**src/rtl/imem_loader_if.sv**
```systemverilog
// imem_loader_if: word-stream handshake plus imem write port between a program source and the loader.
// Widths default to the `ASIZE / `ISIZE macros when those are not supplied by the build.
`ifndef ASIZE
`define ASIZE 4
`endif
`ifndef ISIZE
`define ISIZE 32
`endif
interface imem_loader_if #(
  parameter int ASIZE = `ASIZE,
  parameter int ISIZE = `ISIZE
);
  logic             in_valid;
  logic [ISIZE-1:0] in_data;
  logic             in_last;
  logic             in_ready;
  logic             mem_we;
  logic [ASIZE-1:0] mem_addr;
  logic [ISIZE-1:0] mem_wdata;
  modport master (
    output in_valid, in_data, in_last,
    input  in_ready, mem_we, mem_addr, mem_wdata
  );
  modport slave (
    input  in_valid, in_data, in_last,
    output in_ready, mem_we, mem_addr, mem_wdata
  );
endinterface

```
**src/rtl/imem_loader.sv**
```systemverilog
// imem_loader: streams a program into imem and holds the CPU in reset until the load completes.
// Optional LOADER_CHECKSUM_EN adds a trailing XOR checksum word and a csum output.
`ifndef ASIZE
`define ASIZE 4
`endif
`ifndef ISIZE
`define ISIZE 32
`endif
module imem_loader #(
  parameter int ASIZE = `ASIZE,
  parameter int ISIZE = `ISIZE
) (
  input  logic             clk,
  input  logic             rst,
  input  logic             start,
  imem_loader_if.slave     bus,
  output logic             cpu_hold,
  output logic             done,
  output logic             error,
  output logic [ASIZE:0]   word_count
`ifdef LOADER_CHECKSUM_EN
  ,
  output logic [ISIZE-1:0] csum
`endif
);
  localparam logic [ASIZE:0] LAST_PTR = (ASIZE+1)'((1 << ASIZE) - 1);
  typedef enum logic [2:0] {IDLE, LOAD, DONE, ERROR, CSUM} state_t;
`ifdef LOADER_CHECKSUM_EN
  localparam state_t END_ST = CSUM;
`else
  localparam state_t END_ST = DONE;
`endif
  state_t           state_q, state_d;
  logic [ASIZE:0]   ptr_q, ptr_d;
  logic             we_q, we_d;
  logic [ASIZE-1:0] addr_q, addr_d;
  logic [ISIZE-1:0] wdata_q, wdata_d;
  logic             accept;
`ifdef LOADER_CHECKSUM_EN
  logic [ISIZE-1:0] csum_q, csum_d;
`endif
  always_ff @(posedge clk or posedge rst) begin
    if (rst) begin
      state_q <= IDLE;
      ptr_q   <= '0;
      we_q    <= 1'b0;
      addr_q  <= '0;
      wdata_q <= '0;
`ifdef LOADER_CHECKSUM_EN
      csum_q  <= '0;
`endif
    end else begin
      state_q <= state_d;
      ptr_q   <= ptr_d;
      we_q    <= we_d;
      addr_q  <= addr_d;
      wdata_q <= wdata_d;
`ifdef LOADER_CHECKSUM_EN
      csum_q  <= csum_d;
`endif
    end
  end
  always_comb begin
    state_d = state_q;
    ptr_d   = ptr_q;
    we_d    = 1'b0;
    addr_d  = addr_q;
    wdata_d = wdata_q;
`ifdef LOADER_CHECKSUM_EN
    csum_d  = csum_q;
`endif
    accept  = bus.in_valid & bus.in_ready;
    case (state_q)
      IDLE, DONE, ERROR: begin
        if (start) begin
          state_d = LOAD;
          ptr_d   = '0;
`ifdef LOADER_CHECKSUM_EN
          csum_d  = '0;
`endif
        end
      end
      LOAD: begin
        if (accept) begin
          we_d    = 1'b1;
          addr_d  = ptr_q[ASIZE-1:0];
          wdata_d = bus.in_data;
          ptr_d   = ptr_q + 1'b1;
`ifdef LOADER_CHECKSUM_EN
          csum_d  = csum_q ^ bus.in_data;
`endif
          // The word at the top address is written; only a stream that keeps going past it fails.
          state_d = bus.in_last ? END_ST : (ptr_q == LAST_PTR) ? ERROR : LOAD;
        end
      end
`ifdef LOADER_CHECKSUM_EN
      CSUM: if (accept) state_d = (bus.in_data == csum_q) ? DONE : ERROR;
`endif
      default: state_d = IDLE;
    endcase
  end
  always_comb begin
    bus.in_ready  = (state_q == LOAD) || (state_q == CSUM);
    bus.mem_we    = we_q;
    bus.mem_addr  = addr_q;
    bus.mem_wdata = wdata_q;
    // Hold done back while the final write strobe is still in flight.
    done          = (state_q == DONE) && !we_q;
    error         = state_q == ERROR;
    cpu_hold      = !done;
    word_count    = ptr_q;
`ifdef LOADER_CHECKSUM_EN
    csum          = csum_q;
`endif
  end
endmodule

```
**src/flat_wrapper.sv**
```systemverilog
// flat-port wrapper written by rule: the top's interface ports become plain ports
module imem_loader_flat 
#(
  parameter int ASIZE = `ASIZE,
  parameter int ISIZE = `ISIZE
)
  (clk, rst, start, cpu_hold, done, error, word_count, bus_in_valid, bus_in_data, bus_in_last, bus_in_ready, bus_mem_we, bus_mem_addr, bus_mem_wdata);
  imem_loader_if #(.ASIZE(ASIZE), .ISIZE(ISIZE)) bus_i ();
  input  logic clk;
  input  logic rst;
  input  logic start;
  output logic cpu_hold;
  output logic done;
  output logic error;
  output logic [ASIZE:0] word_count;
  input wire logic [$bits(bus_i.in_valid)-1:0] bus_in_valid;
  input wire logic [$bits(bus_i.in_data)-1:0] bus_in_data;
  input wire logic [$bits(bus_i.in_last)-1:0] bus_in_last;
  output wire logic [$bits(bus_i.in_ready)-1:0] bus_in_ready;
  output wire logic [$bits(bus_i.mem_we)-1:0] bus_mem_we;
  output wire logic [$bits(bus_i.mem_addr)-1:0] bus_mem_addr;
  output wire logic [$bits(bus_i.mem_wdata)-1:0] bus_mem_wdata;
  assign bus_i.in_valid = bus_in_valid;
  assign bus_i.in_data = bus_in_data;
  assign bus_i.in_last = bus_in_last;
  assign bus_in_ready = bus_i.in_ready;
  assign bus_mem_we = bus_i.mem_we;
  assign bus_mem_addr = bus_i.mem_addr;
  assign bus_mem_wdata = bus_i.mem_wdata;
  imem_loader #(.ASIZE(ASIZE), .ISIZE(ISIZE)) u_core (.clk(clk), .rst(rst), .start(start), .bus(bus_i), .cpu_hold(cpu_hold), .done(done), .error(error), .word_count(word_count));
endmodule
```
**config.mk**
```make
export PLATFORM = sky130hd
export DESIGN_NAME = imem_loader_flat
export DESIGN_NICKNAME = d
export VERILOG_FILES = /design/src/rtl/imem_loader_if.sv /design/src/rtl/imem_loader.sv /design/src/flat_wrapper.sv
export SDC_FILE = /design/constraint.sdc
export NUM_CORES = 1
export LEC_CHECK = 0
export ABC_AREA = 1
export BUFFER_PORTS_ARGS = -buffer_cell sky130_fd_sc_hd__buf_2
export CAP_MARGIN = 10
export CORE_ASPECT_RATIO = 1.75
export CORE_UTILIZATION = 30
export DETAILED_ROUTE_END_ITERATION = 10
export GPL_TIMING_DRIVEN = 0
export HOLD_SLACK_MARGIN = 0.12
export SLEW_MARGIN = 5
export SYNTH_ARGS = -nofsm -noshare
export SYNTH_HDL_FRONTEND = slang
export SYNTH_SLANG_ARGS = --single-unit
export TNS_END_PERCENT = 30
```
**constraint.sdc**
```tcl
create_clock -name clk -period 1.91 [get_ports clk]
set_input_delay 0.0955 -clock clk [delete_from_list [all_inputs] [get_ports clk]]
set_output_delay 0.0955 -clock clk [all_outputs]
set_load 0.01 [all_outputs]
```
* Word-level counts from Yosys, hierarchy flattened *
Index checks and enable logic that the tools add are counted.

storage, ports and cells
  ROM bits = 0
  memory bits (writable) = 0
  bits in latches = 0
  bits of input ports = 37
  register bits after elaboration = 45
  memories kept = 0
  word-level logic and storage cells = 34

operators by class
  reduce and logical (&&, ||, !) cells = 10
  bitwise operators = 1
  add/sub/neg operators = 1
  multiplexer cells = 10
  eq/ne operators = 7
  order comparisons = 0
  $mul = 0
  shift operators = 0
  divide/modulo/power cells = 0

operators by type and width
  kind                 count
  $mux 5               2
  $pmux 5 s2           1
  $mux 3               3
  $eq 3x2->1 const B   2
  $pmux 3 s2           1
  $add 5x1->5 const B  1
  $eq 5x4->1 const B   1
  $reduce_and 2->1     2
  $eq 3x1->1 const B   1
  $eq 3x3->1 const B   1
  $logic_not 3->1      1
  $reduce_and 3->1     1
  $reduce_or 3->1      1
  $logic_not 1->1      2
  $mux 1               2
  $mux 2               1
  $ne 2x1->1 const B   1
  $ne 2x2->1 const B   1
  $reduce_bool 2->1    1
  $and 1x1->1          1
  $logic_and 1x1->1    1
  $logic_or 1x1->1     1

* Logic depth before layout (Yosys ltp) *
Gate-level depths: netlist of the first run.

  word-level depth = 5
  mapped depth = 7
  depth with buffers taken out = 6

* Worst setup path before layout of the first run *
Ideal clock, no wire load.

  path type = reg2reg
  start point = register u_core.ptr_q[0] (netlist: u_core.word_count[0])
  end point = register u_core.state_q[1]
  required time = 1781 ps
  stages on the path, launching flop included = 7
  setup time = 129 ps
  clock period less this slack = 1261 ps
  slack = 649 ps
  data arrival time = 1132 ps
  cells stage by stage = dfrtp_1 > ha_1 > nand2_1 > nor2_1 > ha_1 > o21ai_0 > o21ai_0

on the way
  word-level cells in the longest chain between the ends = 5

ends and longest elaborated chain
  what                    RTL line           RTL
  start, declared         imem_loader.sv:34  logic [ASIZE:0] ptr_q, ptr_d;
  start signal, assigned  imem_loader.sv:54  ptr_q <= ptr_d;
  $eq 5x4->1              imem_loader.sv:93  state_d = bus.in_last ? END_ST : (ptr_q == LAST_PTR) ? ERROR : LOAD;
  $mux 2                  imem_loader.sv:93
  $mux 3                  imem_loader.sv:93
  $mux 3                  imem_loader.sv:84  if (accept) begin
  $pmux 3 s2              imem_loader.sv:73  case (state_q)
  end signal, assigned    imem_loader.sv:53  state_q <= state_d;
  end, declared           imem_loader.sv:33  state_t state_q, state_d;

Every way passes these cells. The select of a mux whose other input is x is not followed.
A chain may end at the register's enable or synchronous reset.

* Worst setup path after layout of the first run *
Ends and elaborated chain as after synthesis.

==> flow_summary.toml, run 1 <==
[global_route]
grt_pass1_vias = 1625
grt_max_degree = 24
grt-ovfl-total = 0
track_usage_pct = 16.3
antenna_found_initial = 0
grt_pass1_wl_um = 7180

[cts]
insertion_delay_ps = 300
cts.sinks = 44
htree_levels = 2
cts_setup_buffers = 0
clockRootBuffer = "clkbuf_8"
clock_path_buffers = 2
clk_pin_slew_ps = 80
cts_tree = "done"
cts_buffers = 5

[power]
leakage_nw = 1.52
peakVddDrop_mv = 0.586
power_density_nw_per_um2 = 1360

[yosys]
synth_edf_count = 0
synth_area_leaders = "dfrtp_1 64%, nand2_1 25%, o21ai_0 2.0%, inv_1 1.7%, ha_1 1.4%"
synth_seq_cells = 44
synth_warnings = 0
netlist-cell-type-count = 14
avgSynthCellArea_um2 = 8.80
syn_inst = 197
synth.most_common_cell = "nand2_1"
synth_area_um2 = 1730
ys_seq_area_share_pct = 63.5
netlist_top_cells_count = "116 x nand2_1, 44 x dfrtp_1, 8 x inv_1, 7 x o21ai_0"
ys.flop_type = "dfrtp_1"
yosysTopAreaCell = "dfrtp_1"
synth_fp_nets = 236
yosys.area.top_type_share_pct = 63.5
async_flop_share_pct = 100

[floorplan]
pin_count = 83
die_y_um = 103
die_w_um = 59.5
die-area_um2 = 6100
rows = 36
initial_utilization_pct = 31.0
core_um2 = 5590

[critical_path]
timing.reg2reg.setup_slack_ps = 540
critPathKind = "reg -> reg"
crit_end = "u_core.state_q[1]"
startpoint = "u_core.word_count[0]"
cp-end-kind = "register"
cp.arrival_ps = 1540
reg2reg_depth = 6
r2r-end = "u_core.state_q[1]"
reg2reg_from = "u_core.word_count[0]"
crit_required_ps = 2090
crit_fanout = 6
cp-start-kind = "register"

[timing]
fin_crit_ps = 1370
clock.fmax_mhz = 731
slew_violations = 0
period_share_pct = 71.7
tightest_slew_ps = 527
slew_headroom_pct = 64.8
fin_ws_ps = 541
rsz0062_at_grt = "false"
fin_setup_tns_ps = 0
setup_viol = 0
skew_ps = 3.81
holdWs_ps = 227
hold_viol = 0

[route]
viasPerCell = 4.25
drtPass1Iterations = 4
routed_wl_um = 4500
avgRoutedWirePerCell_um = 11.3
postRouteAntennaNets = 0
drt_iter0_drc = 34
route.vias.total = 1695
drc = 0

[placed_design]
numPlacedInstances = 356
hpwlAfterDp_um = 3030
portBuffers = 82
post-place-ws_ps = 539
place.gp.congestion = 0.719

[hold_path]
hold_path_class = "in -> reg"

[status]
status = "finished clean"

[final_layout]
stdcell_count = 399
fillers = 564
nets = 361
final_util_pct = 48.5
area_growth_pct = 56.2
drive_above_1_share_pct = 29.7
diodes = 0

[run]
maxCapViolCount = 0
==> repair_timing <==
action                    4_1_cts  5_1_grt
hold endpoints to repair       56        0
hold buffers                   35        0
resized for setup               0        0
==> layer usage <==
metal / global-route usage, % / routed length, um / vias to the layer above
li1: - / - / 845
met1: 16.4 / 1640 / 790
met2: 29.4 / 2580 / 48
met3: 4.02 / 144 / 12
met4: 9.71 / 136 / 0
met5: 0 / 0 / -
==> worst max-delay path, cell delays in order (launching register included) <==
cell,delay [ps]
dfrtp_1,440
ha_1,240
nand2_1,90
nor2_1,50
ha_1,160
o21ai_0,150
o21ai_0,110
==> power breakdown <==
group          switching, mW  leakage, nW  total, mW  internal, mW
registers              0.246        0.552       1.60          1.35
logic                  0.861        0.927       1.49         0.626
clock network          0.297       0.0455      0.592         0.295
==> placed cells by master, fill, tap and decap left out <==
cell type,instances
o21ai_0,7
nand3_1,4
clkbuf_1,6
buf_16,1
dlygate4sd3_1,35
buf_6,2
nor2_1,4
inv_1,7
nand3_2,1
inv_2,2
dfrtp_1,44
a21oi_1,1
buf_2,84
ha_1,2
clkbuf_8,6
nand2_1,116
nor3_1,1
==> cell type report <==
class / instances / area, um2 / share of cell area, %
clock buffer: 8 / 90.1 / 3.33
inverter: 9 / 33.8 / 1.25
sequential: 44 / 1100 / 40.7
timing repair buffer: 118 / 788 / 29.1
buffer: 8 / 47.5 / 1.76
multi-input combinational: 136 / 551 / 20.3
tap: 76 / 95.1 / 3.51
==> flip-flops by register name (all words and copies together), names as in the netlist <==
register              count
u_core.bus.mem_addr       4
u_core.bus.mem_wdata     32
u_core.bus.mem_we         1
u_core.state_q            2
u_core.word_count         5
==> kinds of logic (layout without fill, tap and decap cells) <==
kind of cell / Yosys count / count (layout) / share of synthesized area, %
compound gates: 8 / 8 / 2.31
fa+ha+maj: 2 / 2 / 1.44
buf+inv: 17 / 143 / 4.69
flops: 44 / 44 / 63.5
simple gates: 126 / 126 / 28.0
==> how the worst min path moves through the flow <==
| stage | startpoint | end | slack, ps | cells after the start |
|---|---|---|---|---|
| 6_report | bus_in_valid | u_core.bus.mem_addr[3] | 230 | 4 |
| 3_3_place_gp | bus_in_data[21] | u_core.bus.mem_wdata[21] | 290 | 3 |
| 2_1_floorplan | start | u_core.state_q[1] | 190 | 1 |
| 4_1_cts | bus_in_valid | u_core.bus.mem_addr[3] | 220 | 4 |
| 5_1_grt | bus_in_valid | u_core.word_count[4] | 310 | 4 |
| 3_5_place_dp | rst | u_core.bus.mem_wdata[27] | 170 | 2 |
==> through the flow <==
stage,cell area (um2),power [mW]
after detailed placement,2270,3.06
after CTS,2710,3.73
after global placement,2240,3.03
final,2710,3.68
after floorplan,1730,2.40
after global routing,2710,4.00
Note: power is estimated with default switching activity, not from simulation.
==> run 2, diff against run 1 <==
Clock period 1.91 ns to 1.2 ns, I/O delays scaled along.
==> flow_summary.toml, run 2 (synthesis gave the netlist of run 1 again) <==
[power]
seqPwrFrac_pct = 40.6
power_density_nw_per_um2 = 2160
netSwitchingFraction_pct = 38.8
p_sw_mw = 2.47
leakage_nw = 1.64
comb_power_share_pct = 44.5
report.power.total_mw = 6.35
clkPwrFrac_pct = 15.0
intPower_mw = 3.89
peakVddDrop_mv = 1.05

[timing]
hold_viol = 0
rsz0062_at_grt = "true"
skew_ps = 7.27
tightest_slew_ps = 533
fin_crit_ps = 1200
slew_headroom_pct = 64.4
clock.fmax_mhz = 834
period_share_pct = 99.9
setup_viol = 0
slew_violations = 0

[final_layout]
area_growth_pct = 69.9
nets = 368
mostFrequentLayoutCells = "95 x nand2_1, 85 x buf_2, 42 x dfrtp_1"
final_util_pct = 52.7
drive_above_1_share_pct = 42.1
design_area_um2 = 2940
diodes = 0
mostFrequentLayoutCell = "nand2_1"
largest_reg_flops = 32
fillers = 557

[critical_path]
timing.reg2reg.setup_slack_ps = 0.6
cp-start-kind = "register"
reg2reg_depth = 7
reg2reg_from = "u_core.state_q[1]"
path_buf_inv = 4
crit_fanout = 8
cp.arrival_ps = 1430
critPathKind = "reg -> reg"
cpPeakStageDelay_ps = 400
crit_required_ps = 1430
critical-path-top-delay-family = "buffers and inverters"
cp-end-kind = "register"
cp_slowest_cell = "dfrtp_1"
r2r-end = "u_core.bus.mem_wdata[31]"
worst_path_most_repeated_cell = "nand2_1"
critical_path.cell_chain = "inv_2 -> nand3_4 -> inv_4 -> buf_12 -> clkbuf_16 -> nand2_1 -> nand2_1"

[floorplan]
initial_utilization_pct = 31.0
die_y_um = 103
die-area_um2 = 6100
die_w_um = 59.5
pin_count = 83
rows = 36
core_um2 = 5590

[cts]
cts_tree = "done"
insertion_delay_ps = 290
cts_buffers = 5
clock_path_buffers = 2
clk_pin_slew_ps = 90
htree_levels = 2
cts.sinks = 44
clockRootBuffer = "clkbuf_8"

[hold_path]
hold_path_class = "in -> reg"
hold_start = "bus_in_valid"
min_path_cells = 4
min_to = "u_core.word_count[0]"

[placed_design]
portBuffers = 82
hpwlAfterDp_um = 3050
place_area_um2 = 2270
place.gp.congestion = 0.689

[route]
drc = 0
drtPass1Iterations = 4
viasPerCell = 4.27
route.vias.total = 1732
avgRoutedWirePerCell_um = 12.0
drt_iter0_drc = 19
routed_wl_um = 4860
postRouteAntennaNets = 0

[status]
status = "finished clean"

[global_route]
antenna_found_initial = 0
grt_pass1_wl_um = 7420
grt_max_degree = 24
grt_pass1_vias = 1656
grt-ovfl-total = 0
track_usage_pct = 16.3

[run]
maxCapViolCount = 0
[run 2: changes by cell type in the layout (fill, tap and decap cells not counted), sizes merged]
cell and change:
clkinv +2, clkbuf -3, buf +8
[run 2: worst max path at each step]
stage                                    start                  endpoint  slack (ps)  cells after the start
after floorplan           u_core.word_count[1]      u_core.word_count[4]          -1                      5
after global placement                     rst      u_core.word_count[0]        -650                      2
after detailed placement     u_core.state_q[1]   u_core.bus.mem_wdata[6]        -130                      7
after CTS                 u_core.word_count[0]         u_core.state_q[1]         -20                      6
after global routing         u_core.state_q[1]  u_core.bus.mem_wdata[31]         -50                      7
final                        u_core.state_q[1]  u_core.bus.mem_wdata[31]         0.6                      7
[run 2: what timing repair did]
item,4_1_cts,5_1_grt
resized for setup,10,46
cloned,0,1
setup buffers,3,3
endpoints found under the hold margin,56,2
endpoints found under the setup margin,45,38
hold buffers,34,1
pin swaps,3,9
[run 2: worst min-delay path, stage by stage]
cell,delay (ps)
buf_2,110
nand3_4,120
nand3_1,80
o21ai_0,70
[run 2: layout make-up]
type                       count  area, um2  area share (%)
multi-input combinational    136        677            23.0
buffer                         8       75.1            2.55
clock buffer                   6       82.6            2.80
sequential                    44       1100            37.5
timing repair buffer         125        865            29.4
inverter                       9       36.3            1.23
tap                           76       95.1            3.23
clock inverter                 2       10.0           0.340
[run 2: power by group through the flow]
stage | Combinational, mW | Sequential, mW | Clock, mW
global route | 3.15 | 2.66 | 1.04
CTS | 2.53 | 2.54 | 1.00
floorplan | 0.964 | 2.87 | 0
finish | 2.83 | 2.58 | 0.950
detailed placement | 2.32 | 2.57 | 0
global placement | 2.27 | 2.56 | 0
[run 2: through the flow]
step           TNS, ps  setup slack, ps  hold WS, ps  std cells
3_3_place_gp    -25970             -647          249        355
4_1_cts          -17.9            -16.0         13.6        401
2_1_floorplan    -1.06            -1.06          141        197
3_5_place_dp     -3900             -125          140        356
5_1_grt           -604            -49.8          232        406
6_report             0            0.600          189        406
[run 2: per-layer routing]
layer  up-vias  GRT usage, %  part of all wire [%]
li1        859             -                     -
met1       827          17.6                    37
met2        42          30.5                    59
met3         4          2.01                   2.8
met4         0          7.69                   1.3
met5         -             0                     0
